===== src/rtl/lcd_fmt_pkg.sv =====
// Shared types, command codes and DDRAM row addressing for the FIFO-to-LCD stream formatter.
package lcd_fmt_pkg;

    typedef enum logic [2:0] {
        S_IDLE,
        S_RD,
        S_CAP,
        S_ADDR,
        S_ITEM
    } state_t;

    typedef enum logic [1:0] {
        OP_NONE,
        OP_NEXT_ROW,
        OP_CHAR,
        OP_CMD
    } cur_op_t;

    localparam logic [7:0] CMD_CLEAR     = 8'h01;
    localparam logic [7:0] CMD_HOME      = 8'h02;
    // Return-home ignores bit 0, so 8'h03 also homes the cursor.
    localparam logic [7:0] CMD_HOME_ALT  = 8'h03;
    localparam logic [7:0] CMD_SET_DDRAM = 8'h80;

    function automatic logic [7:0] row_base(input logic [1:0] row);
        case (row)
            2'd0:    return 8'h00;
            2'd1:    return 8'h40;
            2'd2:    return 8'h14;
            default: return 8'h54;
        endcase
    endfunction

endpackage


===== src/rtl/lcd_cursor_tracker.sv =====
// Display cursor bookkeeping: row/column registers, next-row and wrap logic,
// inserted address/clear command and decode of host commands on accept.
module lcd_cursor_tracker
    import lcd_fmt_pkg::*;
#(
    parameter int COLS       = 16,
    parameter int ROWS       = 2,
    parameter bit WRAP_CLEAR = 1'b1,
    parameter int ROW_W      = 1,
    parameter int COL_W      = 5
) (
    input  logic             clk,
    input  logic             rst_n,
    input  cur_op_t          op,
    input  logic [7:0]       cmd_data,
    output logic [ROW_W-1:0] cur_row,
    output logic [COL_W-1:0] cur_col,
    output logic             wrap_pending,
    output logic [7:0]       ins_cmd
);

    logic [ROW_W-1:0] next_row;
    logic             next_wraps;
    logic [7:0]       cmd_addr;
    logic             cmd_hit;
    logic [ROW_W-1:0] cmd_row;
    logic [COL_W-1:0] cmd_col;

    assign next_wraps   = (cur_row == ROW_W'(ROWS - 1));
    assign next_row     = next_wraps ? '0 : cur_row + ROW_W'(1);
    assign wrap_pending = (cur_col == COL_W'(COLS));
    assign ins_cmd      = (next_wraps && WRAP_CLEAR) ? CMD_CLEAR
                                                     : (CMD_SET_DDRAM | row_base(2'(next_row)));

    assign cmd_addr = {1'b0, cmd_data[6:0]};

    // Lowest row wins when windows overlap (wide panels with 4 rows).
    always_comb begin
        cmd_hit = 1'b0;
        cmd_row = '0;
        cmd_col = '0;
        for (int r = ROWS - 1; r >= 0; r--) begin
            if (cmd_addr >= row_base(2'(r)) && cmd_addr < row_base(2'(r)) + 8'(COLS)) begin
                cmd_hit = 1'b1;
                cmd_row = ROW_W'(r);
                cmd_col = COL_W'(cmd_addr - row_base(2'(r)));
            end
        end
    end

    always_ff @(posedge clk or negedge rst_n) begin
        if (!rst_n) begin
            cur_row <= '0;
            cur_col <= '0;
        end else begin
            case (op)
                OP_NEXT_ROW: begin
                    cur_row <= next_row;
                    cur_col <= '0;
                end
                OP_CHAR: cur_col <= cur_col + COL_W'(1);
                OP_CMD: begin
                    if (cmd_data inside {CMD_CLEAR, CMD_HOME, CMD_HOME_ALT}) begin
                        cur_row <= '0;
                        cur_col <= '0;
                    end else if (cmd_data[7]) begin
                        if (cmd_hit) begin
                            cur_row <= cmd_row;
                            cur_col <= cmd_col;
                        end else begin
                            // Off-screen address: force a re-address before the next char.
                            cur_col <= COL_W'(COLS);
                        end
                    end
                end
                default: ;
            endcase
        end
    end

endmodule


===== src/rtl/lcd_stream_formatter.sv =====
// Pops {rs, data} entries from the sync FIFO and offers them to the HD44780 host port,
// inserting set-address/clear commands at line wrap and on newline.
module lcd_stream_formatter
    import lcd_fmt_pkg::*;
#(
    parameter int         COLS       = 16,
    parameter int         ROWS       = 2,
    parameter bit         NL_EN      = 1'b1,
    parameter logic [7:0] NL_CHAR    = 8'h0A,
    parameter bit         WRAP_CLEAR = 1'b1,
    localparam int        ROW_W      = (ROWS > 1) ? $clog2(ROWS) : 1,
    localparam int        COL_W      = $clog2(COLS + 1)
) (
    input  logic             clk,
    input  logic             rst_n,
    input  logic             fifo_empty,
    input  logic [8:0]       fifo_dout,
    output logic             fifo_rd_en,
    input  logic             init_done,
    input  logic             host_ready,
    output logic             host_valid,
    output logic             host_rs,
    output logic [7:0]       host_data,
    output logic [ROW_W-1:0] cur_row,
    output logic [COL_W-1:0] cur_col,
    output logic             busy,
    output state_t           fsm_state
);

    // Host handshake: a transaction is accepted in any cycle where host_valid and
    // host_ready are both high; until then host_valid/host_rs/host_data hold steady.

    state_t     state;
    logic [8:0] item;
    logic       nl_pending;
    logic       accept;
    logic       cap_nl;
    logic       wrap_pending;
    logic [7:0] ins_cmd;
    cur_op_t    op;

    assign accept    = host_valid && host_ready;
    assign cap_nl    = NL_EN && fifo_dout[8] && (fifo_dout[7:0] == NL_CHAR);
    assign fsm_state = state;

    always_comb begin
        op = OP_NONE;
        if (accept) begin
            if (state == S_ADDR) begin
                op = OP_NEXT_ROW;
            end else if (state == S_ITEM) begin
                op = host_rs ? OP_CHAR : OP_CMD;
            end
        end
    end

    lcd_cursor_tracker #(
        .COLS       (COLS),
        .ROWS       (ROWS),
        .WRAP_CLEAR (WRAP_CLEAR),
        .ROW_W      (ROW_W),
        .COL_W      (COL_W)
    ) u_cursor (
        .clk          (clk),
        .rst_n        (rst_n),
        .op           (op),
        .cmd_data     (host_data),
        .cur_row      (cur_row),
        .cur_col      (cur_col),
        .wrap_pending (wrap_pending),
        .ins_cmd      (ins_cmd)
    );

    always_ff @(posedge clk or negedge rst_n) begin
        if (!rst_n) begin
            state      <= S_IDLE;
            fifo_rd_en <= 1'b0;
            host_valid <= 1'b0;
            host_rs    <= 1'b0;
            host_data  <= 8'h00;
            busy       <= 1'b0;
            item       <= '0;
            nl_pending <= 1'b0;
        end else begin
            case (state)
                S_IDLE: begin
                    if (init_done && !fifo_empty) begin
                        state      <= S_RD;
                        fifo_rd_en <= 1'b1;
                        busy       <= 1'b1;
                    end
                end
                S_RD: begin
                    fifo_rd_en <= 1'b0;
                    state      <= S_CAP;
                end
                S_CAP: begin
                    item       <= fifo_dout;
                    host_valid <= 1'b1;
                    nl_pending <= cap_nl;
                    if (cap_nl || (fifo_dout[8] && wrap_pending)) begin
                        host_rs   <= 1'b0;
                        host_data <= ins_cmd;
                        state     <= S_ADDR;
                    end else begin
                        host_rs   <= fifo_dout[8];
                        host_data <= fifo_dout[7:0];
                        state     <= S_ITEM;
                    end
                end
                S_ADDR: begin
                    if (accept) begin
                        if (nl_pending) begin
                            host_valid <= 1'b0;
                            busy       <= 1'b0;
                            state      <= S_IDLE;
                        end else begin
                            host_rs   <= item[8];
                            host_data <= item[7:0];
                            state     <= S_ITEM;
                        end
                    end
                end
                S_ITEM: begin
                    if (accept) begin
                        host_valid <= 1'b0;
                        busy       <= 1'b0;
                        state      <= S_IDLE;
                    end
                end
                default: begin
                    state      <= S_IDLE;
                    fifo_rd_en <= 1'b0;
                    host_valid <= 1'b0;
                    busy       <= 1'b0;
                end
            endcase
        end
    end

endmodule


===== config.mk =====
export PLATFORM = sky130hd
export DESIGN_NAME = lcd_stream_formatter
export DESIGN_NICKNAME = d
export VERILOG_FILES = /design/src/rtl/lcd_fmt_pkg.sv /design/src/rtl/lcd_cursor_tracker.sv /design/src/rtl/lcd_stream_formatter.sv
export SDC_FILE = /design/constraint.sdc
export NUM_CORES = 1
export LEC_CHECK = 0
export CORE_ASPECT_RATIO = 1.1
export CORE_MARGIN = 2
export CORE_UTILIZATION = 50
export DETAILED_ROUTE_END_ITERATION = 7
export PLACE_DENSITY = 0.88
export SLEW_MARGIN = 20
export SYNTH_ARGS = -nofsm -noshare
export SYNTH_HDL_FRONTEND = slang
export SYNTH_SLANG_ARGS = --single-unit

===== constraint.sdc =====
create_clock -name clk -period 2.54 [get_ports clk]
set_input_delay 0.635 -clock clk [delete_from_list [all_inputs] [get_ports clk]]
set_output_delay 0.635 -clock clk [all_outputs]
set_load 0.005 [all_outputs]

# --- Yosys cells after proc, flatten, opt, wreduce, memory -nomap -nowiden ---
# Index checks and enable logic that the tools add are counted.
word_totals:
  register_bits: 31
  out_inout_bits: 21
op_classes:
  eq_ne: 19
  n_mux: 43
  bitwise_logic: 4
  magnitude_cmp: 4
  reduce_logical: 23
  n_addsub: 4
op_table:
  columns: ["operator", "count"]
  rows:
  - ["2-to-1 mux 5 bit", 7]
  - ["2-to-1 mux 8 bit", 4]
  - ["== test 8 x 2 -> 1 bit (second input constant)", 2]
  - ["one-hot mux 8 bit (2 select lines)", 1]
  - ["2-to-1 mux 1 bit", 15]
  - ["2-to-1 mux 3 bit", 5]
  - ["one-hot mux 3 bit (5 select lines)", 1]
  - ["one-hot mux 5 bit (3 select lines)", 1]
  - ["one-hot mux 7 bit (2 select lines)", 1]
  - ["inequality test 2 bit (second input constant)", 5]
  - ["subtractor 5 bit", 2]
  - ["AND reduction 3 bit", 3]
  - ["== test 8 x 1 -> 1 bit (second input constant)", 1]
  - ["== test 8 x 4 -> 1 bit (second input constant)", 1]
  - ["one-hot mux 1 bit (4 select lines)", 2]
  - ["greater-or-equal comparator 7 x 1 -> 1 bit (second input constant)", 1]
  - ["greater-or-equal comparator 7 bit (second input constant)", 1]
  - ["< comparator 7 x 5 -> 1 bit (second input constant)", 1]
  - ["< comparator 7 bit (second input constant)", 1]
  - ["== test 3 x 2 -> 1 bit (second input constant)", 2]
  - ["logical AND 1 bit", 6]
  - ["2-to-1 mux 2 bit", 3]
  - ["one-hot mux 1 bit (2 select lines)", 3]
  - ["nonzero test 3 bit", 2]
  - ["other kinds (19)", 26]

# --- Logic depth before layout (Yosys ltp) ---
# Gate-level depths: netlist of run 1.
logic_depth:
  depth_word: 10
  mapped_depth: 7
  ltp_nobuf: 6

# --- By module ---
# A second synthesis of run 1 with hierarchy kept.
unflattened:
  hier_cells: 183
  area_unflattened_um2: 1846.8
modules_own_cells:
  columns: ["module", "cells_per_inst", "area_per_inst_um2", "instances"]
  rows:
  - ["lcd_stream_formatter", 123, 1330.0, 1]
  - ["lcd_cursor_tracker", 60, 516.7, 1]

# --- Worst setup path after synthesis of run 1 ---
# OpenSTA, ideal clock, no wires.
synth_timing:
  kind: "input to register"
  from: "in fifo_dout[5]"
  to: "reg host_data[6]"
  setup_time_ns: 0.101
  path_slack_ns: 0.802
  arrival_ns: 1.637
  required_ns: 2.439
  stages: 5
  path_cell_list: "nor4b_1 > nand3b_1 > a32oi_1 > a21oi_1 > o32ai_1"
synth_via:
  elab_chain_cells: 5
synth_rtl:
  columns: ["item", "line", "source"]
  rows:
  - ["start: declaration", "lcd_stream_formatter.sv:17", "input logic [8:0] fifo_dout,"]
  - ["== test 8 x 4 -> 1 bit", "lcd_stream_formatter.sv:43", "assign cap_nl = NL_EN && fifo_dout[8] && (fifo_dout[7:0] == NL_CHAR);"]
  - ["logical AND 1 bit", "lcd_stream_formatter.sv:43", null]
  - ["logical OR 1 bit", "lcd_stream_formatter.sv:101", "if (cap_nl || (fifo_dout[8] && wrap_pending)) begin"]
  - ["2-to-1 mux 8 bit", "lcd_stream_formatter.sv:101", null]
  - ["one-hot mux 8 bit (2 select lines)", "lcd_stream_formatter.sv:85", "case (state)"]
  - ["end signal: assignment", "lcd_stream_formatter.sv:103", "host_data <= ins_cmd;"]
  - ["end signal: assignment", "lcd_stream_formatter.sv:107", "host_data <= fifo_dout[7:0];"]
  - ["end signal: assignment", "lcd_stream_formatter.sv:119", "host_data <= item[7:0];"]
  - ["end: declaration", "lcd_stream_formatter.sv:23", "output logic [7:0] host_data,"]
# Every way passes these cells.
# A chain may end at the register's enable or synchronous reset.

# --- Final worst setup path of run 1 ---
layout_timing:
  from: "reg state[1] (netlist: fsm_state[1])"
  to: "out fsm_state[1]"
layout_lines:
  columns: ["item", "line", "source"]
  rows:
  - ["start: declaration", "lcd_stream_formatter.sv:33", "state_t state;"]
  - ["start signal: assignment", "lcd_stream_formatter.sv:76", "state <= S_IDLE;"]
  - ["start signal: assignment", "lcd_stream_formatter.sv:88", "state <= S_RD;"]
  - ["start signal: assignment", "lcd_stream_formatter.sv:95", "state <= S_CAP;"]
  - ["end: declaration", "lcd_stream_formatter.sv:27", "output state_t fsm_state"]
# No word-level cell between the ends.

==> metrics.csv, run 1 <==
metric,value,unit
status,"complete, no violations",
cts_hold_repair.buffers,0,
synthDistinctLibCells,56,
synth_top_area_cell,dfrtp_1,
design_area,2160,um2
die_x,60.3,um
num_antenna_cells,0,
netlist.area_leader.share,44.5,%
worst_setup_path_end_kind,output port,
synth.most_common_cell,dfrtp_1,
viasPerCell,5.58,
tritoncts,built,
p_leak,0.000880,uW
syn-cell-area,1740,um2
drive_gt1_share,11.6,%
maxCapViolCount,0,
dpl_cell_area,2110,um2
grt_usage,21.4,%
post-route-period-util,85.9,%
grt_pass1_wl,6220,um
critPathMaxFanout,9,
clock-sinks,31,
start_util,52.4,%
synthTopCellsByArea,"dfrtp_1, nand2_1, mux2_1, nor2_1, a21oi_1",
worst_pin_slew,0.530,ns
fillCellCount,283,
synth_commonest_cells,"dfrtp_1, nand2_1, nor2_1",
async_flop_share,100,%
htreeDepth,2,
path_clk_slew,0.09,ns
syn_avg_cell_area,9.74,um2
post-dp-hpwl,2710,um
fin_crit,2.18,ns
nNetsFinal,231,
antenna_found_initial,0,
cp-start-kind,flip-flop,
post_cts.repair.setup_buffers,0,
setup_violations,0,
drtIter0Drc,65,
synth_edf_count,0,
cts_resized,0,
syn_nets,195,
gp_congestion,0.850,
ys_ff_latch,31,
ys.flop_type,dfrtp_1,
yosysSeqAreaShare,44.5,%
peakVddDrop,0.000480,V
ant_nets,0,
hold_class,reg2reg,
worst_clock_skew,0.00475,ns
vias,1473,
finalPower,2120,uW
power_density,982,nW/um2
area_delta_synth_final,23.6,%
insertion_delay,0.33,ns
cp.required,1.90,ns
achievable-frequency,458,MHz
hold_viol_final,0,
die_y,65.9,um
drtPass1Iterations,4,
drc_errors,0,
cts_buffer_depth,2,
core,3330,um2
relSlewSlack,64.6,%
ys_warn_count,0,
grt_pass1_vias,1364,
wl_per_cell,13.8,um
place_ws,0.0949,ns
rows,22,
whs,0.503,ns
grt_max_degree,32,
slew_violations,0,
setup.worst_path.class,reg2out,
io_buffers,34,
cts_inserted_buffers,5,
fp.dieArea,3980,um2
overflow,0,
arrival,1.55,ns
routed_wl,3630,um
io_pins,35,
grt_setup_unrepaired,false,
finalSetupTns,0,ns
finalWorstSetupSlack,0.357,ns
synthCells,179,
root_buffer,clkbuf_4,
cells by family after synthesis:
kind of cell / after synthesis / share of synthesized area (%)
XOR/XNOR: 1 / 0.502
AND/OR/NAND/NOR: 69 / 21.3
adder cells (fa/ha/maj): 2 / 1.43
flip-flops: 31 / 44.5
multiplexers: 10 / 6.38
AO/OA/AOI/OAI: 49 / 20.0
buffers and inverters: 17 / 5.88
layout by cell type, fill, tap and decap left out, drive strengths merged, types with 2 or more instances in the layout:
master / synthesis / layout
dfrtp: 31 / 31
and3: 2 / 2
or2: 2 / 2
nor3b: 2 / 2
nand2: 23 / 23
and2: 2 / 2
a21oi: 10 / 10
mux2: 9 / 9
nand2b: 3 / 3
ha: 2 / 2
inv: 7 / 7
a221oi: 2 / 2
nor2: 16 / 16
clkbuf: 2 / 7
o32ai: 2 / 2
clkdlybuf4s50: 0 / 34
buf: 8 / 5
nand3: 10 / 10
o22ai: 2 / 2
a22o: 3 / 3
nor4b: 2 / 2
a31oi: 7 / 7
o21ai: 9 / 9
nand3b: 2 / 2
flip-flops by register name, indices dropped and copies added (netlist names):
register,flops
host_data,8
host_valid,1
item,9
busy,1
host_rs,1
fsm_state,3
nl_pending,1
u_cursor.cur_col,5
u_cursor.cur_row,1
fifo_rd_en,1
report_power, final:
group,internal (uW),total (uW),switching (uW)
Clock,108,266,158
Sequential,702,948,246
Combinational,526,903,377
Total,1340,2120,781
path summary, 6_finish.rpt:
| path | start | to | slack (ns) | cells past startpoint |
|---|---|---|---|---|
| max | fsm_state[1] | fsm_state[1] | 0.36 | 2 |
| min | item[6] | item[6] | 0.50 | 1 |
| max reg2reg | fsm_state[0] | u_cursor.cur_col[2] | 0.62 | 5 |
| min reg2reg | item[6] | item[6] | 0.50 | 1 |
| max in group asynchronous | rst_n | fifo_rd_en | 1.57 | 2 |
| min in group asynchronous | rst_n | item[3] | 0.69 | 2 |
worst max-delay path, stage by stage, from the launching register on:
cell,delay [ns]
dfrtp_1,0.50
buf_4,0.22
clkdlybuf4s50_1,0.51
metrics by stage:
step                utilization, %  cells
global placement              63.2    256
finish                        64.7    264
floorplan                        -    179
detailed placement            63.2    256
CTS                           64.7    264
global route                  64.7    264
per-layer routing:
| metal | wire, um | up-vias | track usage [%] |
|---|---|---|---|
| met5 | 0 | - | 0 |
| met4 | 72 | 0 | 10.6 |
| met3 | 165 | 5 | 4.11 |
| met2 | 1750 | 33 | 33.3 |
| met1 | 1640 | 704 | 28.0 |
| li1 | - | 731 | - |
layout make-up:
cell class / instances / area (um2) / area share (%)
multi-input cells: 131 / 866 / 40.2
flip-flops and latches: 31 / 776 / 36.0
well taps: 48 / 60.1 / 2.79
clock buffers: 7 / 45.0 / 2.09
clock inverters: 1 / 5.00 / 0.232
inverters: 7 / 26.3 / 1.22
repair buffers: 39 / 378 / 17.5
No activity file was read; power rests on OpenSTA's default activity.
==> inputs of run 2 (changes only) <==
- CAP_MARGIN: not set -> 40
- SLEW_MARGIN: 20 -> 30
==> results of run 2 <==
No change in the layout: final DEF, timing and power equal those of run 1.
==> inputs of run 3 (changes only) <==
- CORE_MARGIN: 2 -> 3
==> run 3 against run 2 <==
Effect of this change: sequential power is 1% lower; sequential share of layout area about the same; clock skew rose by 0.0031 ns; largest power group unchanged; combinational power increased by 2%; wire length increased by 7.2%; critical path depth down 1; worst setup slack worse by 0.051 ns; worst hold slack worse by 0.0043 ns; flip-flop and latch count unchanged; final cell count is 1.5% lower; maximum frequency shrank 2.3%; die area is 6.4% higher.
==> metrics.csv, run 3 (synthesis gave the netlist of run 1 again) <==
metric,value,unit
die_y,67.9,um
cts_hold_repair.buffers,0,
achievable-frequency,448,MHz
fillCellCount,249,
arrival,1.60,ns
layout_common_cells,"clkdlybuf4s50_1, dfrtp_1, nand2_1",
slowest_stage,dfrtp_1,
cts_buffer_depth,2,
cp_top_family,flip-flops,
io_buffers,34,
worst_clock_skew,0.00783,ns
area_delta_synth_final,23.7,%
design_area,2160,um2
path_clk_slew,0.09,ns
drive_gt1_share,11.2,%
grt_pass1_wl,6780,um
antenna_found_initial,0,
io_pins,35,
drtIter0Drc,60,
status,"complete, no violations",
viasPerCell,5.72,
htreeDepth,2,
cts_inserted_buffers,5,
drc_errors,0,
worst_pin_slew,0.574,ns
fin_crit,2.23,ns
post_cts.repair.setup_buffers,0,
grt_setup_unrepaired,false,
num_antenna_cells,0,
nNetsFinal,229,
grt_usage,20.6,%
overflow,0,
cp-start-kind,flip-flop,
setup.worst_path.class,reg2out,
power_density,1020,nW/um2
cp.required,1.90,ns
setup_violations,0,
clock-sinks,31,
post-dp-hpwl,2900,um
fp.dieArea,4230,um2
final_util,67.8,%
regMostFlops,item,
rows,21,
reg_top3,"item (9), host_data (8), u_cursor.cur_col (5)",
wl_per_cell,15.0,um
grt_max_degree,32,
core,3180,um2
layout_commonest_cell,clkdlybuf4s50_1,
die_x,62.3,um
gp_congestion,0.828,
cts_resized,0,
insertion_delay,0.34,ns
tritoncts,built,
routed_wl,3890,um
p_leak,0.000880,uW
dpl_cell_area,2090,um2
max_stage_delay,0.66,ns
ant_nets,0,
peakVddDrop,0.000525,V
vias,1488,
start_util,54.9,%
drtPass1Iterations,4,
grt_pass1_vias,1474,
critPathMaxFanout,14,
root_buffer,clkbuf_4,
finalPower,2190,uW
worstPathCellList,clkdlybuf4s50_1,
post-route-period-util,87.9,%
hold_class,reg2reg,
relSlewSlack,61.8,%
slew_violations,0,
largest_reg_flops,9,
worst_setup_path_end_kind,output port,
finalSetupTns,0,ns
maxCapViolCount,0,
cp_num_buf_inv,1,
hold_viol_final,0,
[run 3: changes by cell type in the layout (fill, tap and decap cells not counted)]
cell and delta:
clkbuf_1 -1, clkbuf_8 +2, buf_4 -2, clkinv_2 -1
[run 3: metrics by stage]
stage	instances	hold WS, ns	worst slack (ns)
2_1_floorplan	179	0.339	0.802
3_3_place_gp	252	0.474	0.215
3_5_place_dp	252	0.482	0.0961
4_1_cts	260	0.503	0.293
6_report	260	0.499	0.306
5_1_grt	260	0.509	0.216
[run 3: cell type report]
cell class              instances  area (um2)  share of cell area, %
multi-input cells             131         866                   40.1
flip-flops and latches         31         776                   36.0
repair buffers                 37         363                   16.8
clock buffers                   8        68.8                   3.19
well taps                      46        57.6                   2.67
inverters                       7        26.3                   1.22
[run 3: metal layers]
metal | vias to the layer above | track usage [%] | part of all wire [%]
li1 | 720 | - | -
met1 | 715 | 26.7 | 46
met2 | 41 | 32.1 | 46
met3 | 12 | 6.08 | 5.3
met4 | 0 | 10.2 | 3.0
met5 | - | 0 | 0
[run 3: final timing paths]
kind                       slack, ns          from  cells after the start                   to
setup / recovery                0.31  fsm_state[1]                      1         fsm_state[1]
max in group asynchronous       1.59         rst_n                      2           nl_pending
hold / removal                  0.50       item[8]                      1              item[8]
min in group asynchronous       0.66         rst_n                      2  u_cursor.cur_col[1]
hold reg to reg                 0.50       item[8]                      1              item[8]
setup reg to reg                0.48  fsm_state[1]                      5  u_cursor.cur_col[2]
[run 3: power breakdown]
group | switching (uW) | total (uW) | internal, uW | leakage [uW]
clock network | 170 | 333 | 163 | 0.0000386
registers | 235 | 937 | 702 | 0.000375
logic | 400 | 920 | 521 | 0.000466
[run 3: worst reg2reg max path: stages, from the launching register on]
cell and delay, ns:
dfrtp_1 0.66, and3b_1 0.43, nor2_1 0.11, a211o_4 0.37
o21bai_1 0.18, a32o_1 0.21
